==> config.mk <==
export PLATFORM = sky130hd
export DESIGN_NAME = rt_timer_sched_ctrl
export DESIGN_NICKNAME = d
export VERILOG_FILES = /design/src/rtl/rt_timer_sched_ctrl.sv
export SDC_FILE = /design/constraint.sdc
export NUM_CORES = 1
export LEC_CHECK = 0
export CAP_MARGIN = 5
export CORE_AREA = 2 2 145 147
export CTS_CLUSTER_DIAMETER = 80
export DETAILED_ROUTE_END_ITERATION = 10
export DIE_AREA = 0 0 147 149
export GPL_ROUTABILITY_DRIVEN = 0
export MAX_ROUTING_LAYER = met4
export PLACE_DENSITY = 0.9
export SLEW_MARGIN = 5
export SYNTH_ARGS = -nofsm -noshare
export SYNTH_HDL_FRONTEND = slang
export SYNTH_SLANG_ARGS = --single-unit
==> constraint.sdc <==
create_clock -name clk -period 7.4 [get_ports clk]
set_input_delay 1.48 -clock clk [delete_from_list [all_inputs] [get_ports clk]]
set_output_delay 1.48 -clock clk [all_outputs]
set_load 0.03 [all_outputs]
==> src/rtl/rt_timer_sched_ctrl.sv <==
// Per-flow retransmit timer controller: prescaled tick sweeps all flow countdowns and
// issues a scheduler command (set rt_flag) for every armed timer that expires.
package tcp_misc_pkg;
  localparam int SCHED_SC_W = 2;
  localparam logic [SCHED_SC_W-1:0] SC_NOP = 2'b00;
  localparam logic [SCHED_SC_W-1:0] SC_SET = 2'b01;
  localparam logic [SCHED_SC_W-1:0] SC_CLR = 2'b10;
endpackage

module rt_timer_sched_ctrl
  import tcp_misc_pkg::*;
#(
  parameter int MAX_FLOW_CNT = 12,
  parameter int FLOW_CNT     = MAX_FLOW_CNT,
  parameter int TIMER_W      = 16,
  parameter int TICK_CYCLES  = 1024,
  localparam int FLOWID_W           = (FLOW_CNT > 1) ? $clog2(FLOW_CNT) : 1,
  localparam int SCHED_CMD_STRUCT_W = FLOWID_W + 3 * SCHED_SC_W
) (
  input  logic                          clk,
  input  logic                          rst,
  input  logic                          arm_val,
  input  logic [FLOWID_W-1:0]           arm_flowid,
  input  logic [TIMER_W-1:0]            arm_timeout,
  output logic                          arm_rdy,
  input  logic                          disarm_val,
  input  logic [FLOWID_W-1:0]           disarm_flowid,
  output logic                          disarm_rdy,
  output logic                          sched_update_val,
  output logic [SCHED_CMD_STRUCT_W-1:0] sched_update_cmd,
  input  logic                          sched_update_rdy,
  output logic                          tick_overrun,
  output logic [1:0]                    dbg_state,
  output logic [FLOWID_W-1:0]           dbg_idx
);

  // Handshakes: a transfer happens on a rising edge where both val and rdy are 1.
  // arm is always ready; disarm is ready only when no arm is presented that cycle.
  // sched_update_cmd is held stable from val rising until the transfer.

  localparam int PRE_W = (TICK_CYCLES > 2) ? $clog2(TICK_CYCLES) : 1;
  localparam logic [PRE_W-1:0]    PRE_LAST = PRE_W'(TICK_CYCLES - 1);
  localparam logic [FLOWID_W-1:0] IDX_LAST = FLOWID_W'(FLOW_CNT - 1);

  typedef enum logic [1:0] {
    S_IDLE  = 2'd0,
    S_SWEEP = 2'd1,
    S_ISSUE = 2'd2
  } state_e;

  state_e               state_q, state_d;
  logic [FLOWID_W-1:0]  idx_q, idx_d;
  logic [PRE_W-1:0]     pre_q;
  logic                 tick_pend_q;
  logic                 tick_overrun_q;
  logic                 armed_q  [FLOW_CNT];
  logic [TIMER_W-1:0]   remain_q [FLOW_CNT];

  logic                 pre_wrap;
  logic                 arm_hit, dis_acc, dis_hit, stall;
  logic [TIMER_W-1:0]   arm_to_eff;
  logic                 cur_armed;
  logic [TIMER_W-1:0]   cur_remain;
  logic                 tick_clr, eval, expire;

  assign pre_wrap   = (pre_q == PRE_LAST);
  assign arm_hit    = arm_val && ({{(32-FLOWID_W){1'b0}}, arm_flowid} < 32'(FLOW_CNT));
  assign dis_acc    = disarm_val && !arm_val;
  assign dis_hit    = dis_acc && ({{(32-FLOWID_W){1'b0}}, disarm_flowid} < 32'(FLOW_CNT));
  assign stall      = arm_val || dis_acc;
  assign arm_to_eff = (arm_timeout == '0) ? TIMER_W'(1) : arm_timeout;
  assign cur_armed  = armed_q[idx_q];
  assign cur_remain = remain_q[idx_q];

  always_comb begin
    state_d  = state_q;
    idx_d    = idx_q;
    tick_clr = 1'b0;
    eval     = 1'b0;
    expire   = 1'b0;
    case (state_q)
      S_IDLE: begin
        if (tick_pend_q) begin
          tick_clr = 1'b1;
          idx_d    = '0;
          state_d  = S_SWEEP;
        end
      end
      S_SWEEP: begin
        // A table write from arm/disarm owns this cycle; the sweep waits in place.
        if (!stall) begin
          eval = 1'b1;
          if (cur_armed && (cur_remain <= TIMER_W'(1))) begin
            expire  = 1'b1;
            state_d = S_ISSUE;
          end else if (idx_q == IDX_LAST) begin
            state_d = S_IDLE;
          end else begin
            idx_d = idx_q + FLOWID_W'(1);
          end
        end
      end
      S_ISSUE: begin
        if (sched_update_rdy) begin
          if (idx_q == IDX_LAST) begin
            state_d = S_IDLE;
          end else begin
            idx_d   = idx_q + FLOWID_W'(1);
            state_d = S_SWEEP;
          end
        end
      end
      default: state_d = S_IDLE;
    endcase
  end

  always_ff @(posedge clk) begin
    if (rst) begin
      state_q        <= S_IDLE;
      idx_q          <= '0;
      pre_q          <= '0;
      tick_pend_q    <= 1'b0;
      tick_overrun_q <= 1'b0;
      for (int i = 0; i < FLOW_CNT; i++) begin
        armed_q[i]  <= 1'b0;
        remain_q[i] <= '0;
      end
    end else begin
      state_q <= state_d;
      idx_q   <= idx_d;
      pre_q   <= pre_wrap ? '0 : pre_q + PRE_W'(1);
      // A wrap on the same cycle the pending tick is consumed re-arms it; no overrun.
      if (pre_wrap) begin
        tick_pend_q <= 1'b1;
      end else if (tick_clr) begin
        tick_pend_q <= 1'b0;
      end
      if (pre_wrap && tick_pend_q && !tick_clr) begin
        tick_overrun_q <= 1'b1;
      end
      for (int i = 0; i < FLOW_CNT; i++) begin
        if (arm_hit && (arm_flowid == FLOWID_W'(i))) begin
          armed_q[i]  <= 1'b1;
          remain_q[i] <= arm_to_eff;
        end else if (dis_hit && (disarm_flowid == FLOWID_W'(i))) begin
          armed_q[i] <= 1'b0;
        end else if (eval && (idx_q == FLOWID_W'(i))) begin
          if (expire) begin
            armed_q[i]  <= 1'b0;
            remain_q[i] <= '0;
          end else if (cur_armed) begin
            remain_q[i] <= cur_remain - TIMER_W'(1);
          end
        end
      end
    end
  end

  assign arm_rdy          = 1'b1;
  assign disarm_rdy       = ~arm_val;
  assign sched_update_val = (state_q == S_ISSUE);
  // idx holds throughout ISSUE, so it doubles as the latched expired flow id.
  assign sched_update_cmd = {idx_q, SC_SET, SC_NOP, SC_NOP};
  assign tick_overrun     = tick_overrun_q;
  assign dbg_state        = state_q;
  assign dbg_idx          = idx_q;

endmodule
# After elaboration in Yosys (flattened, before gate mapping)

Memory sizes are Yosys's and may differ from the RTL's. A register that Yosys moved wholly into a read port is not among the register bits.
Cells that the tools add are included.
W data, S select, Z words.

$add $sub $neg: 3
Magnitude comparators: 3
Eq/ne operators: 41
Multiplexer cells: 308
Bitwise operators: 73
Reductions and logical operators: 55

Operator list:

| cell                    | count |
|---|---|
| $mux W16                | 37 |
| $mux W1                 | 255 |
| $or A1 B1 Y1            | 72 |
| $eq A4 B3 Y1 const B    | 12 |
| $eq A4 B4 Y1 const B    | 12 |
| $logic_and A1 B1 Y1     | 42 |
| $mux W4                 | 9 |
| $eq A4 B2 Y1 const B    | 6 |
| $le A16 B1 Y1 const B   | 1 |
| $logic_not A16 Y1       | 1 |
| $sub A16 B1 Y16 const B | 1 |
| $eq A4 B1 Y1 const B    | 3 |
| $logic_not A4 Y1        | 3 |
| $pmux W4 S3             | 1 |
| $add A10 B1 Y10 const B | 1 |
| $eq A10 B10 Y1 const B  | 1 |
| $mux W2                 | 5 |
| $lt A4 B4 Y1 const B    | 2 |
| $ne A2 B2 Y1 const B    | 3 |
| $pmux W2 S3             | 1 |
| $reduce_and A5 Y1       | 1 |
| $add A4 B1 Y4 const B   | 1 |
| $reduce_and A4 Y1       | 1 |
| $ne A3 B3 Y1 const B    | 1 |
| 10 further kinds        | 11 |

Register bits: 18
Memory bits (writable): 204
Input port bits: 29
Output and inout port bits: 20
Logic and storage cells: 490
Memories kept: 2

Memory list:

| memory   | depth | bits a word | rd ports | clocked after memory_dff | wr ports | line | text |
|---|---|---|---|---|---|---|---|
| remain_q | 12    | 16          | 1        | 1                        | 12       | 57   | `logic [TIMER_W-1:0] remain_q [FLOW_CNT];` |
| armed_q  | 12    | 1           | 1        | 1                        | 12       | 56   | `logic armed_q [FLOW_CNT];` |

# Depth between registers and ports, before layout

Word-level depth: 13
Mapped depth: 16
Depth with buffers taken out: 10

# Least setup slack after synthesis

Ideal clock, no wire load.

Path type: register -> register
From: reg (tool-made name)
To: mem remain_q[5][0], enable pin
Library setup time: 0.394 ns
Arrival: 3.848 ns
Required time: 7.006 ns
Setup slack: 3.157 ns
Cell stages (with the launch flop): 15
Path buffers: 5
Clock period less this slack: 4.243 ns
Cells stage by stage: dfxtp_1 buf_6 buf_6 mux4_2 mux4_2 clkbuf_1 inv_1 ha_1 nor2_1 nor2_1 and4b_4 nand4_4 buf_6 buf_2 o211ai_1

RTL lines:

| element   | line |
|---|---|
| to (decl) | 57 |

==> flow_summary.json <==
{
  "status": "completed",
  "setup_viol": 0,
  "finalHoldViolCount": 0,
  "netlist_top_cells_count": "nand2_1, edfxtp_1, o21ai_0, o21ai_1",
  "avgSynthCellArea_um2": 10.59,
  "grt_setup_unrepaired": "false",
  "fin_crit_ps": 5145,
  "die_area_um2": 21900,
  "start_util_pct": 58.85,
  "synth_compound_area_share_pct": 13.63,
  "startpoint_type": "register",
  "clk_pin_slew_ps": 60,
  "ys_ff_latch": 226,
  "ys.flop_type": "edfxtp_1",
  "hp-class": "register to register",
  "max_freq_mhz": 194.4,
  "globalRouteOverflowTotal": 0,
  "post_drt_wl_per_cell_um": 24.37,
  "postCtsSetupBuffers": 0,
  "synthDistinctLibCells": 65,
  "slowest_stage": "nand4_1",
  "grt_util_all_layers_pct": 32.92,
  "max-vdd-ir-drop_v": 0.0001793,
  "p_switching_uw": 690.6,
  "max-slew-margin-rel_pct": 19.20,
  "comb_power_share_pct": 7.7,
  "ys_top_cells_by_area": "edfxtp_1, nand2_1, o21ai_0",
  "first_iter_violations": 1728,
  "synth-xor-area-share_pct": 1.655,
  "synth_cells": 1142,
  "antennaDiodeCount": 0,
  "netlist_area_um2": 12100,
  "drc": 0,
  "core_um2": 20560,
  "pwr-share-seq_pct": 50.1,
  "ys_seq_area_share_pct": 54.28,
  "arrival_ps": 5370,
  "viasPerCell": 6.836,
  "dpl.hpwl_um": 21120,
  "holdBufCountCts": 0,
  "nFillCells": 1513,
  "fin_nets": 1170,
  "cp.required_ps": 7620,
  "yosys_warnings": 0,
  "period_share_pct": 69.53,
  "pwr-share-clk_pct": 42.2,
  "synth_edf_count": 204,
  "drive_gt1_share_pct": 10.10,
  "area_delta_synth_final_pct": 10.49,
  "worst_pin_slew_ps": 1208,
  "grt_pass1_vias": 9594,
  "rows": 53,
  "critPathCaptureType": "register",
  "die_h_um": 149,
  "synth_fa_ha_area_share_pct": 1.138,
  "drt_wl_total_um": 34680,
  "clockBufferDepth": 3,
  "postCtsResizedCells": 0,
  "synthMuxAreaShare_pct": 9.618,
  "ant_nets": 0,
  "grt_max_degree": 50,
  "p_per_area_nw_per_um2": 221.7,
  "cts.sinks": 226,
  "wl_met2_um": 15430,
  "post-route-cell-area_um2": 13370,
  "swShare_pct": 23.30,
  "worst-path-buf-inv": 1,
  "synth_area_leader_cell": "edfxtp_1",
  "antenna_found_initial": 0,
  "yosys.area_share.simple_pct": 14.58,
  "drtPass1Iterations": 7,
  "root_buffer": "clkbuf_16",
  "io-pin-count": 49,
  "cp_top_family": "simple AND/OR/NAND/NOR gates",
  "cts_buffers": 25,
  "clk_latency_ps": 530,
  "fp.dieW_um": 147,
  "tns_ps": 0,
  "maxCapViolCount": 0,
  "max_stage_delay_ps": 1000,
  "placed_cell_area_um2": 12550,
  "wl_met1_um": 11700,
  "synth_top_cell_area_share_pct": 50.64,
  "worstSetupPathType": "register to register",
  "p_leak_uw": 0.004297,
  "synth_most_common_cell": "nand2_1",
  "num_vias": 9728,
  "tritoncts": "built",
  "cts-htree-levels": 1,
  "maxSlewViolCount": 0,
  "path_max_fanout": 49,
  "internal-power_uw": 2273,
  "grt_pass1_wl_um": 53270,
  "port_buffers": 41,
  "highest-signal-layer": "met4",
  "fin_worst_skew_ps": 19.04,
  "dr_wl_met3_um": 5116,
  "async_flop_share_pct": 0,
  "synth_top_family_by_area": "simple AND/OR/NAND/NOR gates",
  "cp_cell_sequence": "buf_4 -> mux4_2 -> nand2_1 -> o31ai_1 -> nand4b_2 -> nor4_4 -> nand4_4 -> nand4_1 -> o21ai_0"
}
-- worst min-delay path: stages (launching register included) --
cell and delay, ps:
dfxtp_1 330, a31oi_1 50, nor2_1 70
-- cells by family after synthesis --
family                     after synthesis
and+or+nand+nor                        376
AOI/OAI and AO/OA                      291
DFF                                    226
buffers and inverters                  125
muxes                                   89
xor gates and xnor gates                22
adders and majority gates               11
other                                    2
-- worst paths after layout --
path                                  start                           end  slack (ps)  depth (start not counted)
setup / recovery                   register  remain_q[1][5]$_SDFFCE_PN0P_        2250                          9
hold reg to reg   tick_overrun$_SDFFE_PP0P_     tick_overrun$_SDFFE_PP0P_         480                          2
hold / removal    tick_overrun$_SDFFE_PP0P_     tick_overrun$_SDFFE_PP0P_         480                          2
setup reg to reg                   register  remain_q[1][5]$_SDFFCE_PN0P_        2250                          9
-- stage by stage --
stage	hold WS, ps	total power, µW	util (%)	setup slack [ps]	instances
final	480.2	2963	65.02	2255	1423
after global placement	463.5	1718	61.05	2541	1378
after floorplan	453.1	1645	-	3157	1147
after detailed placement	475.3	1728	61.05	2480	1378
after CTS	484.6	2947	65.02	2441	1423
after global routing	508.3	3029	65.02	2065	1423
-- power by group through the flow --
stage	clock, µW	sequential, µW	combinational, µW
final	1250	1480	229
after global routing	1300	1490	241
after CTS	1240	1480	221
after detailed placement	0	1510	219
after global placement	0	1510	213
after floorplan	0	1500	146
-- final cells by class --
| class | count | area (µm²) | share of cell area [%] |
|---|---|---|---|
| Clock buffer | 32 | 671.9 | 5.027 |
| Tap cell | 275 | 344.1 | 2.574 |
| Inverter | 26 | 97.59 | 0.7301 |
| Sequential cell | 226 | 6570 | 49.15 |
| Clock inverter | 13 | 143.9 | 1.076 |
| Timing Repair Buffer | 55 | 515.5 | 3.857 |
| Multi-Input combinational cell | 796 | 5024 | 37.58 |
-- state kept, by name, summed over array words and instances, names as in the netlist, named ones only --
register / cells
remain_q: 192
dbg_idx: 4
tick_overrun: 1
pre_q: 10
dbg_state: 2
armed_q: 12
tick_pend_q: 1
-- cell usage in the layout, fill, tap and decap left out, drive strengths merged, types with 12 or more instances in the layout --
cell           count
mux4              20
o21ai            193
mux2              18
clkbuf            32
nor3              16
mux2i             51
nand3             21
buf               14
a21oi             22
nor2              41
o22ai             21
edfxtp           204
xor2              12
clkdlybuf4s50     41
inv               27
nand2            233
dfxtp             22
-- layer usage --
metal / vias up / GRT usage, %
li1: 4128 / -
met1: 4463 / 41.82
met2: 946 / 48.94
met3: 191 / 7.339
met4: 0 / 19.66
met5: - / -
Power figures use the tool's default switching activity.
